$ cat config.mk
export PLATFORM = sky130hd
export DESIGN_NAME = rf_access_seq_flat
export DESIGN_NICKNAME = d
export VERILOG_FILES = /design/src/rtl/rf_access_seq_if.sv /design/src/rtl/rf_access_seq.sv /design/src/flat_wrapper.sv
export SDC_FILE = /design/constraint.sdc
export NUM_CORES = 1
export LEC_CHECK = 0
export BUFFER_PORTS_ARGS = -buffer_cell sky130_fd_sc_hd__buf_2
export CORE_MARGIN = 2
export CORE_UTILIZATION = 45
export CTS_BUF_LIST = sky130_fd_sc_hd__clkbuf_8
export DETAILED_ROUTE_END_ITERATION = 10
export HOLD_SLACK_MARGIN = 0.15
export PLACE_DENSITY = 0.79
export RECOVER_POWER = 25
export SETUP_SLACK_MARGIN = 0.15
export SYNTH_ARGS = -nofsm -noshare
export SYNTH_HDL_FRONTEND = slang
export SYNTH_SLANG_ARGS = --single-unit
$ cat constraint.sdc
create_clock -name clk -period 3.88 [get_ports clk]
set_input_delay 0.776 -clock clk [delete_from_list [all_inputs] [get_ports clk]]
set_output_delay 0.776 -clock clk [all_outputs]
set_load 0.05 [all_outputs]
$ cat src/rtl/rf_access_seq_if.sv
// -----------------------------------------------------------------------------
// rf_access_seq_if
//   Bundles the requester side (writeback, operand read, operand response) and
//   the register-file side (shared single port) of the rf_access_seq sequencer.
//
//   Parameters:
//     WORD_SIZE  data width
//     REG_COUNT  number of registers; AW = $clog2(REG_COUNT)
//
//   Modports:
//     slave   - the sequencer: takes requests, returns operands, drives the RF port
//     master  - the environment: core decode/execute plus the register file
// -----------------------------------------------------------------------------
interface rf_access_seq_if #(
  parameter int WORD_SIZE = 32,
  parameter int REG_COUNT = 32
);
  localparam int AW = $clog2(REG_COUNT);

  // Writeback request channel
  logic                 wr_valid;
  logic                 wr_ready;
  logic [AW-1:0]        wr_addr;
  logic [WORD_SIZE-1:0] wr_data;

  // Operand-read request channel
  logic                 rd_req_valid;
  logic                 rd_req_ready;
  logic [AW-1:0]        rd_rs1;
  logic [AW-1:0]        rd_rs2;

  // Operand response channel
  logic                 rsp_valid;
  logic                 rsp_ready;
  logic [WORD_SIZE-1:0] rsp_rs1_data;
  logic [WORD_SIZE-1:0] rsp_rs2_data;

  // Single-port register file access
  logic                 rf_we;
  logic [AW-1:0]        rf_addr;
  logic [WORD_SIZE-1:0] rf_wdata;
  logic [WORD_SIZE-1:0] rf_rdata;

  modport slave (
    input  wr_valid, wr_addr, wr_data,
    input  rd_req_valid, rd_rs1, rd_rs2,
    input  rsp_ready,
    input  rf_rdata,
    output wr_ready, rd_req_ready,
    output rsp_valid, rsp_rs1_data, rsp_rs2_data,
    output rf_we, rf_addr, rf_wdata
  );

  modport master (
    output wr_valid, wr_addr, wr_data,
    output rd_req_valid, rd_rs1, rd_rs2,
    output rsp_ready,
    output rf_rdata,
    input  wr_ready, rd_req_ready,
    input  rsp_valid, rsp_rs1_data, rsp_rs2_data,
    input  rf_we, rf_addr, rf_wdata
  );
endinterface

$ cat src/rtl/rf_access_seq.sv
// -----------------------------------------------------------------------------
// rf_access_seq
//   Initiator-side sequencer for a single-port register file. Serialises
//   writeback requests and two-operand read requests onto the shared RF port,
//   giving writes priority, and returns both operands together through a
//   valid/ready response.
//
//   Ports:
//     clk  - clock, all state updates on the rising edge
//     rst  - synchronous, active-high reset
//     bus  - rf_access_seq_if.slave: writeback, read request, response and
//            RF port signals
//
//   Optional feature macro: RF_SEQ_SKIP_X0_EN
//     Defined   - a source register equal to x0 skips its RF port cycle and
//                 its operand loads 0 (latency 3/2/1 for 0/1/2 zero operands).
//     Undefined - every read uses both READ1 and READ2 (latency always 3).
// -----------------------------------------------------------------------------
module rf_access_seq #(
  parameter int WORD_SIZE = 32,
  parameter int REG_COUNT = 32
) (
  input  logic             clk,
  input  logic             rst,
  rf_access_seq_if.slave   bus
);
  localparam int AW = $clog2(REG_COUNT);

  typedef enum logic [2:0] {
    S_IDLE,
    S_WRITE,
    S_READ1,
    S_READ2,
    S_RESP
  } state_t;

  state_t               r_state;
  logic [AW-1:0]        r_rs2;        // second source, needed once READ1 is done
  logic                 r_rf_we;
  logic [AW-1:0]        r_rf_addr;    // also holds the latched wr addr / rs1
  logic [WORD_SIZE-1:0] r_rf_wdata;   // also holds the latched wr data
  logic                 r_rsp_valid;
  logic [WORD_SIZE-1:0] r_rs1_data;
  logic [WORD_SIZE-1:0] r_rs2_data;

  logic w_idle;
  assign w_idle = (r_state == S_IDLE);

  // Request acceptance is only possible in IDLE; a pending write blocks reads.
  assign bus.wr_ready     = w_idle;
  assign bus.rd_req_ready = w_idle & ~bus.wr_valid;

  assign bus.rf_we        = r_rf_we;
  assign bus.rf_addr      = r_rf_addr;
  assign bus.rf_wdata     = r_rf_wdata;
  assign bus.rsp_valid    = r_rsp_valid;
  assign bus.rsp_rs1_data = r_rs1_data;
  assign bus.rsp_rs2_data = r_rs2_data;

  // The RF port outputs are registered: each transition loads the values the
  // destination state presents, so the port is glitch-free and idles at zero.
  always_ff @(posedge clk) begin
    if (rst) begin
      r_state     <= S_IDLE;
      r_rs2       <= '0;
      r_rf_we     <= 1'b0;
      r_rf_addr   <= '0;
      r_rf_wdata  <= '0;
      r_rsp_valid <= 1'b0;
      r_rs1_data  <= '0;
      r_rs2_data  <= '0;
    end else begin
      // NOTE: non-blocking assignments throughout, so every branch below sees
      // the pre-edge register values and the defaults can be safely overridden.
      r_rf_we    <= 1'b0;
      r_rf_addr  <= '0;
      r_rf_wdata <= '0;

      case (r_state)
        S_IDLE: begin
          if (bus.wr_valid) begin
            // Writes to x0 complete the handshake but never pulse the enable.
            r_rf_we    <= (bus.wr_addr != '0);
            r_rf_addr  <= bus.wr_addr;
            r_rf_wdata <= bus.wr_data;
            r_state    <= S_WRITE;
          end else if (bus.rd_req_valid) begin
            r_rs2 <= bus.rd_rs2;
`ifdef RF_SEQ_SKIP_X0_EN
            if (bus.rd_rs1 == '0) begin
              r_rs1_data <= '0;
              if (bus.rd_rs2 == '0) begin
                r_rs2_data  <= '0;
                r_rsp_valid <= 1'b1;
                r_state     <= S_RESP;
              end else begin
                r_rf_addr <= bus.rd_rs2;
                r_state   <= S_READ2;
              end
            end else begin
              r_rf_addr <= bus.rd_rs1;
              r_state   <= S_READ1;
            end
`else
            r_rf_addr <= bus.rd_rs1;
            r_state   <= S_READ1;
`endif
          end
        end

        S_WRITE: r_state <= S_IDLE;

        S_READ1: begin
          r_rs1_data <= bus.rf_rdata;
`ifdef RF_SEQ_SKIP_X0_EN
          if (r_rs2 == '0) begin
            r_rs2_data  <= '0;
            r_rsp_valid <= 1'b1;
            r_state     <= S_RESP;
          end else begin
            r_rf_addr <= r_rs2;
            r_state   <= S_READ2;
          end
`else
          r_rf_addr <= r_rs2;
          r_state   <= S_READ2;
`endif
        end

        S_READ2: begin
          r_rs2_data  <= bus.rf_rdata;
          r_rsp_valid <= 1'b1;
          r_state     <= S_RESP;
        end

        S_RESP: begin
          // Operand registers are untouched here, so data holds under backpressure.
          if (bus.rsp_ready) begin
            r_rsp_valid <= 1'b0;
            r_state     <= S_IDLE;
          end
        end

        default: r_state <= S_IDLE;
      endcase
    end
  end
endmodule

$ cat src/flat_wrapper.sv
// flat-port wrapper written by rule: the top's interface ports become plain ports
module rf_access_seq_flat 
#(
  parameter int WORD_SIZE = 32,
  parameter int REG_COUNT = 32
)
  (clk, rst, bus_wr_valid, bus_wr_addr, bus_wr_data, bus_rd_req_valid, bus_rd_rs1, bus_rd_rs2, bus_rsp_ready, bus_rf_rdata, bus_wr_ready, bus_rd_req_ready, bus_rsp_valid, bus_rsp_rs1_data, bus_rsp_rs2_data, bus_rf_we, bus_rf_addr, bus_rf_wdata);
  rf_access_seq_if #(.WORD_SIZE(WORD_SIZE), .REG_COUNT(REG_COUNT)) bus_i ();
  input  logic clk;
  input  logic rst;
  input wire logic [$bits(bus_i.wr_valid)-1:0] bus_wr_valid;
  input wire logic [$bits(bus_i.wr_addr)-1:0] bus_wr_addr;
  input wire logic [$bits(bus_i.wr_data)-1:0] bus_wr_data;
  input wire logic [$bits(bus_i.rd_req_valid)-1:0] bus_rd_req_valid;
  input wire logic [$bits(bus_i.rd_rs1)-1:0] bus_rd_rs1;
  input wire logic [$bits(bus_i.rd_rs2)-1:0] bus_rd_rs2;
  input wire logic [$bits(bus_i.rsp_ready)-1:0] bus_rsp_ready;
  input wire logic [$bits(bus_i.rf_rdata)-1:0] bus_rf_rdata;
  output wire logic [$bits(bus_i.wr_ready)-1:0] bus_wr_ready;
  output wire logic [$bits(bus_i.rd_req_ready)-1:0] bus_rd_req_ready;
  output wire logic [$bits(bus_i.rsp_valid)-1:0] bus_rsp_valid;
  output wire logic [$bits(bus_i.rsp_rs1_data)-1:0] bus_rsp_rs1_data;
  output wire logic [$bits(bus_i.rsp_rs2_data)-1:0] bus_rsp_rs2_data;
  output wire logic [$bits(bus_i.rf_we)-1:0] bus_rf_we;
  output wire logic [$bits(bus_i.rf_addr)-1:0] bus_rf_addr;
  output wire logic [$bits(bus_i.rf_wdata)-1:0] bus_rf_wdata;
  assign bus_i.wr_valid = bus_wr_valid;
  assign bus_i.wr_addr = bus_wr_addr;
  assign bus_i.wr_data = bus_wr_data;
  assign bus_i.rd_req_valid = bus_rd_req_valid;
  assign bus_i.rd_rs1 = bus_rd_rs1;
  assign bus_i.rd_rs2 = bus_rd_rs2;
  assign bus_i.rsp_ready = bus_rsp_ready;
  assign bus_i.rf_rdata = bus_rf_rdata;
  assign bus_wr_ready = bus_i.wr_ready;
  assign bus_rd_req_ready = bus_i.rd_req_ready;
  assign bus_rsp_valid = bus_i.rsp_valid;
  assign bus_rsp_rs1_data = bus_i.rsp_rs1_data;
  assign bus_rsp_rs2_data = bus_i.rsp_rs2_data;
  assign bus_rf_we = bus_i.rf_we;
  assign bus_rf_addr = bus_i.rf_addr;
  assign bus_rf_wdata = bus_i.rf_wdata;
  rf_access_seq #(.WORD_SIZE(WORD_SIZE), .REG_COUNT(REG_COUNT)) u_core (.clk(clk), .rst(rst), .bus(bus_i));
endmodule
==> results.json, run 1 <==
{
  "outcome": "finished with violations",
  "violations": "max-capacitance violations, max-slew violations",
  "grt_antenna_before_repair": 0,
  "drcViolationCount": 0,
  "final.setup.tns_ps": 0,
  "r2r_slack_ps": 1790,
  "use_met1_pct": 24.54,
  "fin_area_mm2": 0.004866,
  "fin_skew_ps": 9.651,
  "cts_resized": 0,
  "dieWidth_um": 95.26,
  "grt_setup_unrepaired": "false",
  "synth_cells": 420,
  "dr.pass1.iters": 5,
  "fp.coreArea_mm2": 0.008134,
  "grtUsageMet2_pct": 34.15,
  "netlist.area_leader.share_pct": 59.30,
  "grt_max_degree": 46,
  "cts_buffer_depth": 2,
  "synthesis.area_mm2": 0.003747,
  "first_global_vias": 3090,
  "fin_nets": 676,
  "port-buffer-count": 188,
  "r2r_cells": 3,
  "critPathCaptureType": "register",
  "cts_max_level": 3,
  "setup_violations": 0,
  "critPathMaxStageDelay_ps": 1190,
  "cts-root-buf": "clkbuf_8",
  "vias": 3419,
  "dieArea_mm2": 0.009074,
  "routed_wl_um": 9460,
  "maxSlewHeadroom_pct": -12.20,
  "max-cap-violations": 1,
  "yosysMostFrequentCell": "nand2_1",
  "insertedDiodeCount": 0,
  "dominantRegCellSynth": "dfxtp_1",
  "seq_area_frac_synth_pct": 59.30,
  "min_period_ps": 2886,
  "postCtsSetupRepairBufs": 0,
  "rows": 33,
  "r2r-end": "u_core.bus.rsp_rs1_data[16]",
  "synth.distinct_cells": 32,
  "crit_buf_inv": 2,
  "min_path_cells": 2,
  "insertion_delay_ps": 360,
  "synth_area_per_cell_um2": 8.922,
  "critical_path_required_ps": 4130,
  "cts_hold_buf": 0,
  "hold_viol": 0,
  "worstReg2RegStart": "u_core.r_state[1]",
  "clock_sinks": 111,
  "drtAntennaViolNets": 0,
  "hold-path-endpoint": "u_core.bus.rsp_rs1_data[11]",
  "die_h_um": 95.26,
  "async_flop_share_pct": 0,
  "power.density_mw_per_mm2": 460.3,
  "overflow": 0,
  "hold_start": "u_core.bus.rsp_rs1_data[11]",
  "crit_slowest_cell": "clkbuf_1",
  "drive_above_1_share_pct": 29.15,
  "cts.clk_slew.worst_paths_ps": 100,
  "min-delay-path-class": "reg -> reg",
  "placed_area_mm2": 0.004712,
  "cpLargestDelayFamily": "buffers and inverters",
  "vias_per_cell": 4.870,
  "place_congestion": 0.7749,
  "min_period_over_period_pct": 74.38,
  "grt_use_met3_pct": 5.455,
  "instances_no_fill": 702,
  "holdWs_ps": 458.8,
  "dp_hpwl_um": 6823,
  "worstSetupPathType": "in -> reg",
  "synth_area_leaders": "dfxtp_1 (59%), nand2_1 (13%), a21oi_1 (8.8%), and2_1 (5.3%), buf_2 (2.1%)",
  "drv_slew": 42,
  "max_freq_mhz": 346.5,
  "cts_made_buffers": 9,
  "grt-busiest-layer": "met2",
  "groute.usage.overall_pct": 20.35,
  "yosysTopAreaCell": "dfxtp_1",
  "cts_tree": "done",
  "cp_max_fo": 45,
  "ys_seq_elements": 111,
  "grt_pass1_wl_um": 14350,
  "max-vdd-ir-drop_uv": 193.2,
  "crit_chain": "clkbuf_1 > buf_4 > nand2b_1 > nor4b_1 > a221o_1",
  "dp.cells": 686,
  "wire_per_inst_um": 13.48,
  "worstMarginPinSlew_ps": 1683,
  "start_util_pct": 46.07,
  "syn_to_final_growth_pct": 29.85,
  "yosysWarnings": 0,
  "synth_commonest_cells": "nand2_1 (128), dfxtp_1 (111), a21oi_1 (66)",
  "arrival_ps": 3140,
  "drt_iter0_markers": 123,
  "io-pin-count": 189,
  "syn-num-nets": 504,
  "leakagePower_nw": 2.127,
  "synth_edf_count": 0,
  "start_kind": "primary input"
}
worst register-to-register path: stages, from the launching register on:
cell and delay [ps]:
dfxtp_1 730, or3b_1 860, nand2_1 230, a21oi_1 90
where the power goes:
| part | leakage [nW] | switching, mW | internal [mW] |
|---|---|---|---|
| Combinational | 1.12 | 0.246 | 0.0897 |
| Sequential | 0.902 | 0.0241 | 1.18 |
| Clock | 0.102 | 0.391 | 0.306 |
metal layers:
layer	vias to the layer above	wire, um
met4	0	169
li1	1710	-
met1	1574	3898
met3	14	735
met2	121	4657
met5	-	0
cell families after synthesis:
kind of cell	Yosys count	share of synthesized area, %
AO/OA/AOI/OAI	84	12.29
buffers and inverters	36	4.341
flip-flops	111	59.30
AND/OR/NAND/NOR	189	24.07
through the flow:
stage,worst slack (ps),power [mW],utilization (%)
finish,994.1,2.240,59.82
CTS,1366,2.266,60.39
detailed placement,1381,1.575,57.93
global route,756.9,2.334,59.82
floorplan,1596,1.468,-
global placement,1409,1.569,57.93
registers in the layout (all words and copies together), names as in the netlist:
register	count
u_core.bus.rf_we	1
u_core.bus.rsp_rs2_data	32
u_core.bus.rsp_rs1_data	32
u_core.bus.rf_wdata	32
u_core.r_state	3
u_core.bus.rf_addr	5
u_core.r_rs2	5
u_core.bus.rsp_valid	1
placed cells by master (no fill, tap or decap), drive strengths merged:
| cell type | n |
|---|---|
| a211oi | 2 |
| a21oi | 66 |
| a221o | 1 |
| a22oi | 4 |
| and2 | 33 |
| and3b | 2 |
| buf | 155 |
| bufinv | 1 |
| clkbuf | 46 |
| clkinvlp | 1 |
| dfxtp | 111 |
| inv | 10 |
| nand2 | 129 |
| nand2b | 6 |
| nand3 | 1 |
| nand3b | 1 |
| nand4b | 5 |
| nor2 | 2 |
| nor2b | 2 |
| nor3 | 1 |
| nor3b | 1 |
| nor4 | 2 |
| nor4b | 1 |
| o21a | 1 |
| o21ai | 5 |
| o31ai | 1 |
| o32ai | 4 |
| or3 | 1 |
| or3b | 1 |
| or4 | 1 |
area by class of cell:
class | count | area (um^2)
Multi-Input combinational cell | 273 | 1369
Fill cell | 733 | 3268
Timing Repair Buffer | 192 | 924.6
Clock buffer | 9 | 123.9
Clock inverter | 7 | 76.32
Sequential cell | 111 | 2222
Inverter | 5 | 18.77
Tap cell | 105 | 131.4
how the worst max path moves through the flow:
| stage | start | slack, ps | end | cells past startpoint |
|---|---|---|---|---|
| global placement | rst | 1410 | u_core.bus.rf_addr[1] | 5 |
| floorplan | u_core.r_state[1] | 1600 | bus_wr_ready | 2 |
| CTS | u_core.r_state[2] | 1370 | bus_rd_req_ready | 2 |
| global route | rst | 760 | u_core.bus.rf_addr[1] | 5 |
| finish | rst | 990 | u_core.bus.rf_addr[1] | 5 |
| detailed placement | rst | 1380 | u_core.bus.rf_addr[1] | 5 |
(Power assumes the default switching activity.)
==> run 2, diff against run 1 <==
Clock period 3.88 ns to 3 ns, I/O delays scaled along.
==> results.json, run 2 (synthesized netlist as in run 1, its figures left out) <==
{
  "nFillCells": 766,
  "die_h_um": 95.26,
  "grt_pass1_wl_um": 14680,
  "place_congestion": 0.7681,
  "dr.pass1.iters": 4,
  "fin_area_mm2": 0.004838,
  "worstMarginPinSlew_ps": 1574,
  "fin_nets": 676,
  "worstSetupPathType": "reg -> out",
  "max-cap-violations": 1,
  "cts_resized": 0,
  "hold_start": "bus_wr_data[17]",
  "critPathCaptureType": "primary output",
  "drt_iter0_markers": 95,
  "insertedDiodeCount": 0,
  "io-pin-count": 189,
  "min_period_ps": 2298,
  "placed_area_mm2": 0.004712,
  "first_global_vias": 3238,
  "start_util_pct": 46.07,
  "power_frac_seq_pct": 55.2,
  "wire_per_inst_um": 13.98,
  "drv_slew": 85,
  "max_freq_mhz": 435.1,
  "cts.clk_slew.worst_paths_ps": 100,
  "port-buffer-count": 188,
  "final_common_cell": "buf_2",
  "hold-path-endpoint": "u_core.bus.rf_wdata[17]",
  "dieWidth_um": 95.26,
  "outcome": "finished with violations",
  "r2r_cells": 3,
  "arrival_ps": 1700,
  "total_power_mw": 2.831,
  "grt_antenna_before_repair": 0,
  "dp_hpwl_um": 6925,
  "cts_hold_buf": 0,
  "postCtsSetupRepairBufs": 0,
  "power.density_mw_per_mm2": 585.2,
  "setup_violations": 0,
  "cts_made_buffers": 9,
  "p_sw_mw": 0.8382,
  "drcViolationCount": 0,
  "maxSlewHeadroom_pct": -4.908,
  "cts-root-buf": "clkbuf_8",
  "vias": 3442,
  "grt_max_degree": 85,
  "power_frac_comb_pct": 15.3,
  "switching_share_pct": 29.60,
  "min-delay-path-class": "in -> reg",
  "min_path_cells": 2,
  "insertion_delay_ps": 360,
  "violations": "max-capacitance violations, max-slew violations",
  "drtAntennaViolNets": 0,
  "syn_to_final_growth_pct": 29.12,
  "cts_max_level": 3,
  "hold_viol": 0,
  "r2r-end": "u_core.bus.rsp_rs1_data[13]",
  "groute.usage.overall_pct": 20.95,
  "overflow": 0,
  "r2r_slack_ps": 920,
  "cts_buffer_depth": 2,
  "power_frac_clock_pct": 29.5,
  "p_int_mw": 1.993,
  "dieArea_mm2": 0.009074,
  "drive_above_1_share_pct": 27.81,
  "min_period_over_period_pct": 76.61,
  "max-vdd-ir-drop_uv": 286.1,
  "final.setup.tns_ps": 0,
  "rows": 33,
  "critical_path_required_ps": 2400,
  "cts_tree": "done",
  "vias_per_cell": 4.903,
  "fin_skew_ps": 8.108,
  "start_kind": "register",
  "cp_max_fo": 12,
  "routed_wl_um": 9816,
  "fp.coreArea_mm2": 0.008134,
  "worstReg2RegStart": "u_core.r_state[1]",
  "clock_sinks": 111,
  "final_cell_mix": "buf_2 (144), nand2_1 (128), dfxtp_1 (111)",
  "grt_setup_unrepaired": "false",
  "leakagePower_nw": 2.092
}
[run 2: cell types whose count changed in the layout (fill, tap and decap cells not counted), moves of 2 or more]
cell and change:
clkbuf_8 +2, buf_2 -7, o21ai_0 +5, clkbuf_1 +7, inv_6 -2, o21ai_1 -5
[run 2: final cells by class]
| type | count | area [um^2] | area share, % |
|---|---|---|---|
| Multi-Input combinational cell | 273 | 1369 | 28.29 |
| Tap cell | 105 | 131.4 | 2.715 |
| Inverter | 5 | 18.77 | 0.3879 |
| Clock buffer | 11 | 151.4 | 3.129 |
| Clock inverter | 5 | 32.53 | 0.6724 |
| Sequential cell | 111 | 2222 | 45.93 |
| Timing Repair Buffer | 192 | 913.4 | 18.88 |
[run 2: worst max-delay path by stage]
stage                      start                          end  slack [ps]  cells past startpoint
2_1_floorplan  u_core.r_state[1]      u_core.bus.rf_wdata[22]         740                      6
3_3_place_gp   u_core.r_state[1]  u_core.bus.rsp_rs1_data[11]        1030                      3
3_5_place_dp   u_core.r_state[1]  u_core.bus.rsp_rs1_data[13]         970                      3
4_1_cts        u_core.r_state[2]             bus_rd_req_ready         700                      2
5_1_grt        u_core.r_state[2]             bus_rd_req_ready         590                      2
6_report       u_core.r_state[2]             bus_rd_req_ready         700                      2
[run 2: critical path, cell delays in order, from the launching register on]
cell	delay, ps
dfxtp_1	470
nor4_4	520
buf_2	350
[run 2: stage by stage]
stage	worst slack (ps)	hold WS, ps	util, %	cells
6_report	701.7	430.6	59.48	702
5_1_grt	587.4	408.0	59.48	702
4_1_cts	695.8	416.7	60.19	702
3_5_place_dp	970.3	446.4	57.93	686
3_3_place_gp	1027	440.4	57.93	686
2_1_floorplan	742.1	442.8	-	420
[run 2: power groups by stage]
stage / clock, mW / sequential [mW] / combinational, mW
2_1_floorplan: 0 / 1.76 / 0.134
4_1_cts: 0.855 / 1.56 / 0.446
3_3_place_gp: 0 / 1.59 / 0.438
5_1_grt: 0.922 / 1.57 / 0.464
3_5_place_dp: 0 / 1.59 / 0.445
6_report: 0.835 / 1.56 / 0.435
[run 2: per-layer routing]
metal / up-vias / GRT usage [%] / wire (um)
met1: 1623 / 23.57 / 4032
li1: 1703 / - / -
met5: - / 0 / 0
met2: 104 / 37.62 / 4972
met4: 0 / 7.850 / 153
met3: 12 / 5.692 / 659
